`config.mk`:
```
export PLATFORM = sky130hd
export DESIGN_NAME = alarm_trigger
export DESIGN_NICKNAME = d
export VERILOG_FILES = /design/src/rtl/alarm_trigger_pkg.sv /design/src/rtl/alarm_trigger_key_edge.sv /design/src/rtl/alarm_trigger.sv
export SDC_FILE = /design/constraint.sdc
export NUM_CORES = 1
export LEC_CHECK = 0
export CORE_AREA = 2 2 85 96
export CTS_CLUSTER_SIZE = 10
export DETAILED_ROUTE_END_ITERATION = 10
export DIE_AREA = 0 0 87 98
export GPL_TIMING_DRIVEN = 0
export PLACE_DENSITY = 0.54
export SKIP_CTS_REPAIR_TIMING = 1
export SLEW_MARGIN = 40
export SYNTH_ARGS = -nofsm -noshare
export SYNTH_HDL_FRONTEND = slang
export SYNTH_HIERARCHICAL = 1
export SYNTH_SLANG_ARGS = --single-unit
```
`constraint.sdc`:
```
create_clock -name CLK -period 3.3 [get_ports CLK]
set_clock_uncertainty 0.1 [all_clocks]
set_input_delay 0.825 -clock CLK [delete_from_list [all_inputs] [get_ports CLK]]
set_output_delay 0.825 -clock CLK [all_outputs]
set_load 0.005 [all_outputs]
```
`src/rtl/alarm_trigger_pkg.sv`:
```
// -----------------------------------------------------------------------------
// alarm_trigger_pkg
// Purpose : Shared definitions for the alarm trigger and the time counter that
//           feeds it: FSM state encodings and the bit positions of the fields
//           inside the packed time word.
// Ports   : none (package)
// -----------------------------------------------------------------------------
package alarm_trigger_pkg;

  // Alarm FSM states
  typedef enum logic [1:0] {
    ST_IDLE   = 2'd0,
    ST_RING   = 2'd1,
    ST_SNOOZE = 2'd2
  } state_e;

  // Packed time word: {MERIDIAN, HOUR[16:12], MIN[11:6], SEC[5:0]}
  localparam int TIME_W       = 18;
  localparam int ALARM_W      = 17;
  localparam int MERIDIAN_BIT = 17;
  localparam int HOUR_MSB     = 16;
  localparam int HOUR_LSB     = 12;
  localparam int MIN_MSB      = 11;
  localparam int MIN_LSB      = 6;
  localparam int SEC_MSB      = 5;
  localparam int SEC_LSB      = 0;

  // Width of a down-counter that must hold max_val without wrapping
  function automatic int cnt_width(input int max_val);
    return $clog2(max_val) + 1;
  endfunction

endpackage

```
`src/rtl/alarm_trigger_key_edge.sv`:
```
// -----------------------------------------------------------------------------
// alarm_trigger_key_edge
// Purpose : Turns a CLK-synchronous key level into a one-cycle pulse on its
//           rising edge, using a single registered history stage.
// Ports   : CLK    in  system clock
//           RESETN in  asynchronous active-low reset
//           KEY    in  key level (already synchronous to CLK)
//           PULSE  out 1 for the cycle in which KEY is high and was low before
// -----------------------------------------------------------------------------
module alarm_trigger_key_edge (
  input  logic CLK,
  input  logic RESETN,
  input  logic KEY,
  output logic PULSE
);

  logic key_d_r;

  // Key history register
  always_ff @(posedge CLK or negedge RESETN) begin
    if (!RESETN) begin
      key_d_r <= 1'b0;
    end else begin
      key_d_r <= KEY;
    end
  end

  assign PULSE = KEY & ~key_d_r;

endmodule

```
`src/rtl/alarm_trigger.sv`:
```
// -----------------------------------------------------------------------------
// alarm_trigger
// Purpose : Compares the running time with the stored alarm time and, on a
//           match, rings a gated buzzer. Supports a bounded number of snoozes,
//           a stop key and an automatic stop after a ring timeout.
// Ports   : CLK         in  system clock
//           RESETN      in  asynchronous active-low reset
//           CUR_TIME    in  {MERIDIAN,HOUR,MIN,SEC}, 24 h HOUR
//           ALARM_TIME  in  {HOUR,MIN,SEC}
//           ALARM_EN    in  level; 0 disarms and forces IDLE
//           SNOOZE_KEY  in  level; rising edge requests snooze
//           STOP_KEY    in  level; rising edge requests stop
//           BUZZER      out gated square wave to the piezo
//           RINGING     out 1 while ringing
//           SNOOZING    out 1 while snoozing
//           SNOOZE_LEFT out snoozes remaining for the current alarm event
// -----------------------------------------------------------------------------
module alarm_trigger
  import alarm_trigger_pkg::*;
#(
  parameter int CLK_PER_SEC = 1000,
  parameter int BEEP_HALF   = 1,
  parameter int GATE_HALF   = 500,
  parameter int RING_SEC    = 60,
  parameter int SNOOZE_SEC  = 300,
  parameter int SNOOZE_MAX  = 3
) (
  input  logic               CLK,
  input  logic               RESETN,
  input  logic [TIME_W-1:0]  CUR_TIME,
  input  logic [ALARM_W-1:0] ALARM_TIME,
  input  logic               ALARM_EN,
  input  logic               SNOOZE_KEY,
  input  logic               STOP_KEY,
  output logic               BUZZER,
  output logic               RINGING,
  output logic               SNOOZING,
  output logic [1:0]         SNOOZE_LEFT
);

  // A beep gate half-period longer than one second is never useful, so clamp it
  localparam int GATE_LIM = (GATE_HALF < CLK_PER_SEC) ? GATE_HALF : CLK_PER_SEC;
  localparam int RING_W   = cnt_width(RING_SEC);
  localparam int SNZ_W    = cnt_width(SNOOZE_SEC);
  localparam int TONE_W   = cnt_width(BEEP_HALF);
  localparam int GATE_W   = cnt_width(GATE_LIM);

  // ---------------------------------------------------------------------------
  // Second tick and match detection
  // ---------------------------------------------------------------------------
  logic [5:0] sec_prev_r;
  logic       sec_tick_r;
  logic       match_r;
  logic       sec_change_s;
  logic       time_eq_s;
  logic       unused_meridian_s;

  // MERIDIAN is display-only; the match uses the 24 h hour field
  assign unused_meridian_s = CUR_TIME[MERIDIAN_BIT];

  assign sec_change_s = (CUR_TIME[SEC_MSB:SEC_LSB] != sec_prev_r);
  assign time_eq_s    = (CUR_TIME[HOUR_MSB:HOUR_LSB] == ALARM_TIME[HOUR_MSB:HOUR_LSB]) &&
                        (CUR_TIME[MIN_MSB:MIN_LSB]   == ALARM_TIME[MIN_MSB:MIN_LSB])   &&
                        (CUR_TIME[SEC_MSB:SEC_LSB]   == ALARM_TIME[SEC_MSB:SEC_LSB]);

  // Second-change detector; a match only counts on the cycle the second changes,
  // so a time held at the alarm value fires exactly once
  always_ff @(posedge CLK or negedge RESETN) begin
    if (!RESETN) begin
      sec_prev_r <= 6'd0;
      sec_tick_r <= 1'b0;
      match_r    <= 1'b0;
    end else begin
      sec_prev_r <= CUR_TIME[SEC_MSB:SEC_LSB];
      sec_tick_r <= sec_change_s;
      match_r    <= sec_change_s & ALARM_EN & time_eq_s;
    end
  end

  // ---------------------------------------------------------------------------
  // Key edge detectors
  // ---------------------------------------------------------------------------
  logic snooze_pulse_s;
  logic stop_pulse_s;

  alarm_trigger_key_edge u_snooze_edge (
    .CLK    (CLK),
    .RESETN (RESETN),
    .KEY    (SNOOZE_KEY),
    .PULSE  (snooze_pulse_s)
  );

  alarm_trigger_key_edge u_stop_edge (
    .CLK    (CLK),
    .RESETN (RESETN),
    .KEY    (STOP_KEY),
    .PULSE  (stop_pulse_s)
  );

  // ---------------------------------------------------------------------------
  // FSM and second counters
  // ---------------------------------------------------------------------------
  state_e            state_r;
  state_e            next_state_s;
  logic [RING_W-1:0] ring_cnt_r;
  logic [RING_W-1:0] ring_cnt_nx_s;
  logic [SNZ_W-1:0]  snz_cnt_r;
  logic [SNZ_W-1:0]  snz_cnt_nx_s;
  logic [1:0]        left_r;
  logic [1:0]        left_nx_s;

  // Next-state logic; priority is disarm > stop > snooze > timer expiry > match
  always_comb begin
    next_state_s  = state_r;
    ring_cnt_nx_s = ring_cnt_r;
    snz_cnt_nx_s  = snz_cnt_r;
    left_nx_s     = left_r;
    if (!ALARM_EN) begin
      next_state_s = ST_IDLE;
    end else begin
      case (state_r)
        ST_IDLE: begin
          // Matches are only honoured here; RING/SNOOZE ignore them
          if (match_r) begin
            next_state_s  = ST_RING;
            ring_cnt_nx_s = RING_W'(RING_SEC);
            left_nx_s     = 2'(SNOOZE_MAX);
          end else begin
            next_state_s  = ST_IDLE;
          end
        end
        ST_RING: begin
          if (stop_pulse_s) begin
            next_state_s = ST_IDLE;
          end else if (snooze_pulse_s && (left_r != 2'd0)) begin
            next_state_s = ST_SNOOZE;
            left_nx_s    = left_r - 2'd1;
            snz_cnt_nx_s = SNZ_W'(SNOOZE_SEC);
          end else if (sec_tick_r) begin
            // Saturating decrement; the tick that reaches 0 ends the ring
            ring_cnt_nx_s = (ring_cnt_r == {RING_W{1'b0}}) ? {RING_W{1'b0}}
                                                          : ring_cnt_r - RING_W'(1);
            if (ring_cnt_r <= RING_W'(1)) begin
              next_state_s = ST_IDLE;
            end else begin
              next_state_s = ST_RING;
            end
          end else begin
            next_state_s = ST_RING;
          end
        end
        ST_SNOOZE: begin
          if (stop_pulse_s) begin
            next_state_s = ST_IDLE;
          end else if (sec_tick_r) begin
            snz_cnt_nx_s = (snz_cnt_r == {SNZ_W{1'b0}}) ? {SNZ_W{1'b0}}
                                                       : snz_cnt_r - SNZ_W'(1);
            if (snz_cnt_r <= SNZ_W'(1)) begin
              next_state_s  = ST_RING;
              ring_cnt_nx_s = RING_W'(RING_SEC);
            end else begin
              next_state_s  = ST_SNOOZE;
            end
          end else begin
            next_state_s = ST_SNOOZE;
          end
        end
        default: begin
          next_state_s = ST_IDLE;
        end
      endcase
    end
  end

  // ---------------------------------------------------------------------------
  // Tone and gate dividers
  // ---------------------------------------------------------------------------
  logic              tone_r;
  logic              gate_r;
  logic [TONE_W-1:0] tone_cnt_r;
  logic [GATE_W-1:0] gate_cnt_r;
  logic              tone_nx_s;
  logic              gate_nx_s;
  logic [TONE_W-1:0] tone_cnt_nx_s;
  logic [GATE_W-1:0] gate_cnt_nx_s;

  // Dividers run only while ringing and restart high on every entry to RING
  always_comb begin
    tone_nx_s     = 1'b0;
    gate_nx_s     = 1'b0;
    tone_cnt_nx_s = {TONE_W{1'b0}};
    gate_cnt_nx_s = {GATE_W{1'b0}};
    if (next_state_s == ST_RING) begin
      if (state_r != ST_RING) begin
        tone_nx_s = 1'b1;
        gate_nx_s = 1'b1;
      end else begin
        if (tone_cnt_r == TONE_W'(BEEP_HALF - 1)) begin
          tone_nx_s     = ~tone_r;
          tone_cnt_nx_s = {TONE_W{1'b0}};
        end else begin
          tone_nx_s     = tone_r;
          tone_cnt_nx_s = tone_cnt_r + TONE_W'(1);
        end
        if (gate_cnt_r == GATE_W'(GATE_LIM - 1)) begin
          gate_nx_s     = ~gate_r;
          gate_cnt_nx_s = {GATE_W{1'b0}};
        end else begin
          gate_nx_s     = gate_r;
          gate_cnt_nx_s = gate_cnt_r + GATE_W'(1);
        end
      end
    end else begin
      tone_nx_s     = 1'b0;
      gate_nx_s     = 1'b0;
      tone_cnt_nx_s = {TONE_W{1'b0}};
      gate_cnt_nx_s = {GATE_W{1'b0}};
    end
  end

  // ---------------------------------------------------------------------------
  // State, counters and registered outputs
  // ---------------------------------------------------------------------------
  logic ringing_r;
  logic snoozing_r;
  logic buzzer_r;

  // Outputs are registered from next-state values so they change on the same
  // edge as the state (disarm silences the buzzer on that edge too)
  always_ff @(posedge CLK or negedge RESETN) begin
    if (!RESETN) begin
      state_r    <= ST_IDLE;
      ring_cnt_r <= {RING_W{1'b0}};
      snz_cnt_r  <= {SNZ_W{1'b0}};
      left_r     <= 2'(SNOOZE_MAX);
      tone_r     <= 1'b0;
      gate_r     <= 1'b0;
      tone_cnt_r <= {TONE_W{1'b0}};
      gate_cnt_r <= {GATE_W{1'b0}};
      ringing_r  <= 1'b0;
      snoozing_r <= 1'b0;
      buzzer_r   <= 1'b0;
    end else begin
      state_r    <= next_state_s;
      ring_cnt_r <= ring_cnt_nx_s;
      snz_cnt_r  <= snz_cnt_nx_s;
      left_r     <= left_nx_s;
      tone_r     <= tone_nx_s;
      gate_r     <= gate_nx_s;
      tone_cnt_r <= tone_cnt_nx_s;
      gate_cnt_r <= gate_cnt_nx_s;
      ringing_r  <= (next_state_s == ST_RING);
      snoozing_r <= (next_state_s == ST_SNOOZE);
      buzzer_r   <= tone_nx_s & gate_nx_s;
    end
  end

  assign BUZZER      = buzzer_r;
  assign RINGING     = ringing_r;
  assign SNOOZING    = snoozing_r;
  assign SNOOZE_LEFT = left_r;

endmodule
```
==> results.json <==
{
  "outcome": "finished, final reports clean",
  "cp.required_ns": 3.43,
  "grt_max_degree": 26,
  "crit_end": "ring_cnt_r[1]",
  "cts.sinks": 46,
  "place_ws_ns": 0.329,
  "synthTopCellsByCount": "dfrtp_1 (44), nor2_1 (24), nand2_1 (21)",
  "syn_area_um2": 2580,
  "place_area_um2": 3140,
  "start_util_pct": 33.9,
  "n_fill_cell": 758,
  "setup_viol": 0,
  "ys_ff_latch": 46,
  "slowest_stage": "clkdlybuf4s50_1",
  "n_antenna_cell": 0,
  "yosys_warnings": 6,
  "grt_pass1_wl_um": 9070,
  "dp_hpwl_um": 4000,
  "p_leak_nw": 1.39,
  "hold_path_class": "primary input to asynchronous set/reset pin",
  "max-vdd-ir-drop_uv": 203,
  "cp-end-kind": "register",
  "worstReg2RegStart": "SNOOZE_LEFT[0]",
  "worstPathArrival_ns": 2.75,
  "rsz0062_at_grt": "no",
  "slew_headroom_pct": 67.2,
  "startpoint_type": "primary input",
  "fin_nets": 356,
  "powerDensity_nw_per_um2": 342,
  "die_h_um": 98,
  "syn_inst": 257,
  "dieArea_um2": 8530,
  "clk_pin_slew_ns": 0.09,
  "yosys.cell_count.top_type": "dfrtp_1",
  "dr_total_vias": 1984,
  "io_buffers": 43,
  "cts_tree": "done",
  "htree_levels": 2,
  "cts_root_buf": "clkbuf_8",
  "ys_async_sr_fraction_pct": 100,
  "critPathTopFamily": "simple AND/OR/NAND/NOR gates",
  "timing.fmax_mhz": 381,
  "area_delta_synth_final_pct": 26.1,
  "fin_crit_ns": 2.62,
  "seqCellArea_um2": 1150,
  "syn_nets": 305,
  "reg2reg_to": "ring_cnt_r[1]",
  "fin_ws_ns": 0.676,
  "insertion_delay_ns": 0.30,
  "path_buf_inv": 2,
  "startpoint": "SNOOZE_KEY",
  "synth_top_area_cell": "dfrtp_1",
  "synth_top_area_share_pct": 42.7,
  "path_cells": "clkdlybuf4s50_1 -> nor2b_4 -> nor2b_1 -> nand4b_4 -> o31a_2 -> nand2b_1 -> buf_6 -> mux2i_1",
  "antenna_found_initial": 0,
  "crit_type": "primary input to register",
  "worstMarginPinSlew_ns": 0.492,
  "final_antenna_net_count": 0,
  "dr.first_iter.drc_count": 52,
  "dr.pass1.iters": 4,
  "r2r_setup_slack_ns": 1.08,
  "layout-drive-gt1-share_pct": 11.7,
  "dpl.cell_count": 391,
  "drc": 0,
  "instances_no_fill": 399,
  "final_util_pct": 42.7,
  "wl_um": 5120,
  "avgViaCountPerCell": 4.97,
  "clockBufferDepth": 2,
  "stdcell_area_um2": 3250,
  "synth_area_leaders": "dfrtp_1 (43%), xnor2_1 (6.5%), xor2_1 (4.4%)",
  "first_global_vias": 2034,
  "hold_viol": 0,
  "synth_edf_count": 0,
  "cp_num_cells": 8,
  "ys.flop_type": "dfrtp_1",
  "ys_seq_area_share_pct": 44.7,
  "multiInputGateArea_um2": 1330,
  "ys_types": 54,
  "slew_violations": 0,
  "grtUsageTotal_pct": 13.2,
  "io_pins": 45,
  "drv_cap": 0,
  "path_max_fanout": 9,
  "critPathMaxStageDelay_ns": 0.49,
  "cts_inserted_buffers": 5,
  "gp_congestion": 0.750,
  "avgRoutedWirePerCell_um": 12.8,
  "syn_avg_cell_area_um2": 10.0,
  "ff2ff_path_depth": 8,
  "grt_overflow_total": 0,
  "fin_crit_sh_pct": 79.5,
  "fp-row-count": 34,
  "die_w_um": 87,
  "core_area_um2": 7610
}
## registers in the layout, summed over array words and instances (netlist names)
register / cells
gate_r: 1
state_r: 2
tone_r: 1
ring_cnt_r: 7
gate_cnt_r: 10
u_snooze_edge/key_d_r: 1
SNOOZE_LEFT: 2
sec_prev_r: 6
RINGING: 1
SNOOZING: 1
match_r: 1
sec_tick_r: 1
snz_cnt_r: 10
u_stop_edge/key_d_r: 1
BUZZER: 1
## placed cells by master (no fill, tap or decap), types with 6 or more instances in the layout
| master | n |
|---|---|
| xor2_1 | 13 |
| ha_1 | 8 |
| o21ai_0 | 8 |
| nor3_1 | 11 |
| nand3_1 | 8 |
| nand4_1 | 6 |
| nor2_1 | 24 |
| a21oi_1 | 11 |
| inv_1 | 14 |
| clkdlybuf4s50_1 | 42 |
| xnor2_1 | 19 |
| nand2_1 | 21 |
| dfrtp_1 | 44 |
## cells by family (layout without fill, tap and decap cells)
logic type | after synthesis | count (layout) | share of synthesized area (%)
AOI/OAI and AO/OA | 46 | 46 | 13.5
buffers and inverters | 20 | 72 | 3.59
adders and majority gates | 8 | 8 | 3.88
and+or+nand+nor | 102 | 102 | 22.2
muxes | 3 | 3 | 1.16
DFF | 46 | 46 | 44.7
xor gates and xnor gates | 32 | 32 | 10.9
## cell type report
type,instances,share of cell area (%)
plain buffers,5,1.12
repair buffers,44,13.8
inverters,15,1.73
flip-flops and latches,46,35.5
multi-input cells,191,41.0
well taps,90,3.46
clock buffers,5,2.12
clock inverters,3,1.35
## worst min-delay path by stage
stage | end | slack (ns) | startpoint
final | gate_cnt_r[8] | 0.30 | RESETN
after global routing | gate_cnt_r[8] | 0.30 | RESETN
after CTS | gate_cnt_r[8] | 0.31 | RESETN
after detailed placement | tone_r | 0.34 | tone_r
after global placement | tone_r | 0.33 | tone_r
after floorplan | tone_r | 0.32 | tone_r
## layer usage
| layer | share of wire, % | global-route usage (%) | vias up |
|---|---|---|---|
| met5 | 0 | 0 | - |
| met4 | 1.6 | 4.33 | 0 |
| met3 | 4.0 | 2.96 | 6 |
| met2 | 49 | 22.3 | 43 |
| met1 | 45 | 16.4 | 933 |
| li1 | - | - | 1002 |
## worst register-to-register path, stage by stage, from the launching register on
cell	delay, ns
dfstp_2	0.55
inv_1	0.04
ha_1	0.18
nor2b_1	0.37
nand4b_4	0.29
o31a_2	0.19
nand2b_1	0.11
buf_6	0.14
mux2i_1	0.18
## power breakdown
group | switching [mW] | internal [mW] | total [mW]
logic | 0.0415 | 0.0669 | 0.108
clock network | 0.202 | 0.227 | 0.429
registers | 0.00444 | 0.570 | 0.574
## stage by stage
stage / power [mW] / hold WS, ns / TNS, ns
4_1_cts: 1.13 / 0.307 / 0
6_report: 1.11 / 0.301 / 0
3_3_place_gp: 0.694 / 0.332 / -5.46
5_1_grt: 1.17 / 0.303 / 0
2_1_floorplan: 0.624 / 0.321 / 0
3_5_place_dp: 0.697 / 0.339 / 0
No activity file was read; power rests on OpenSTA's default activity.
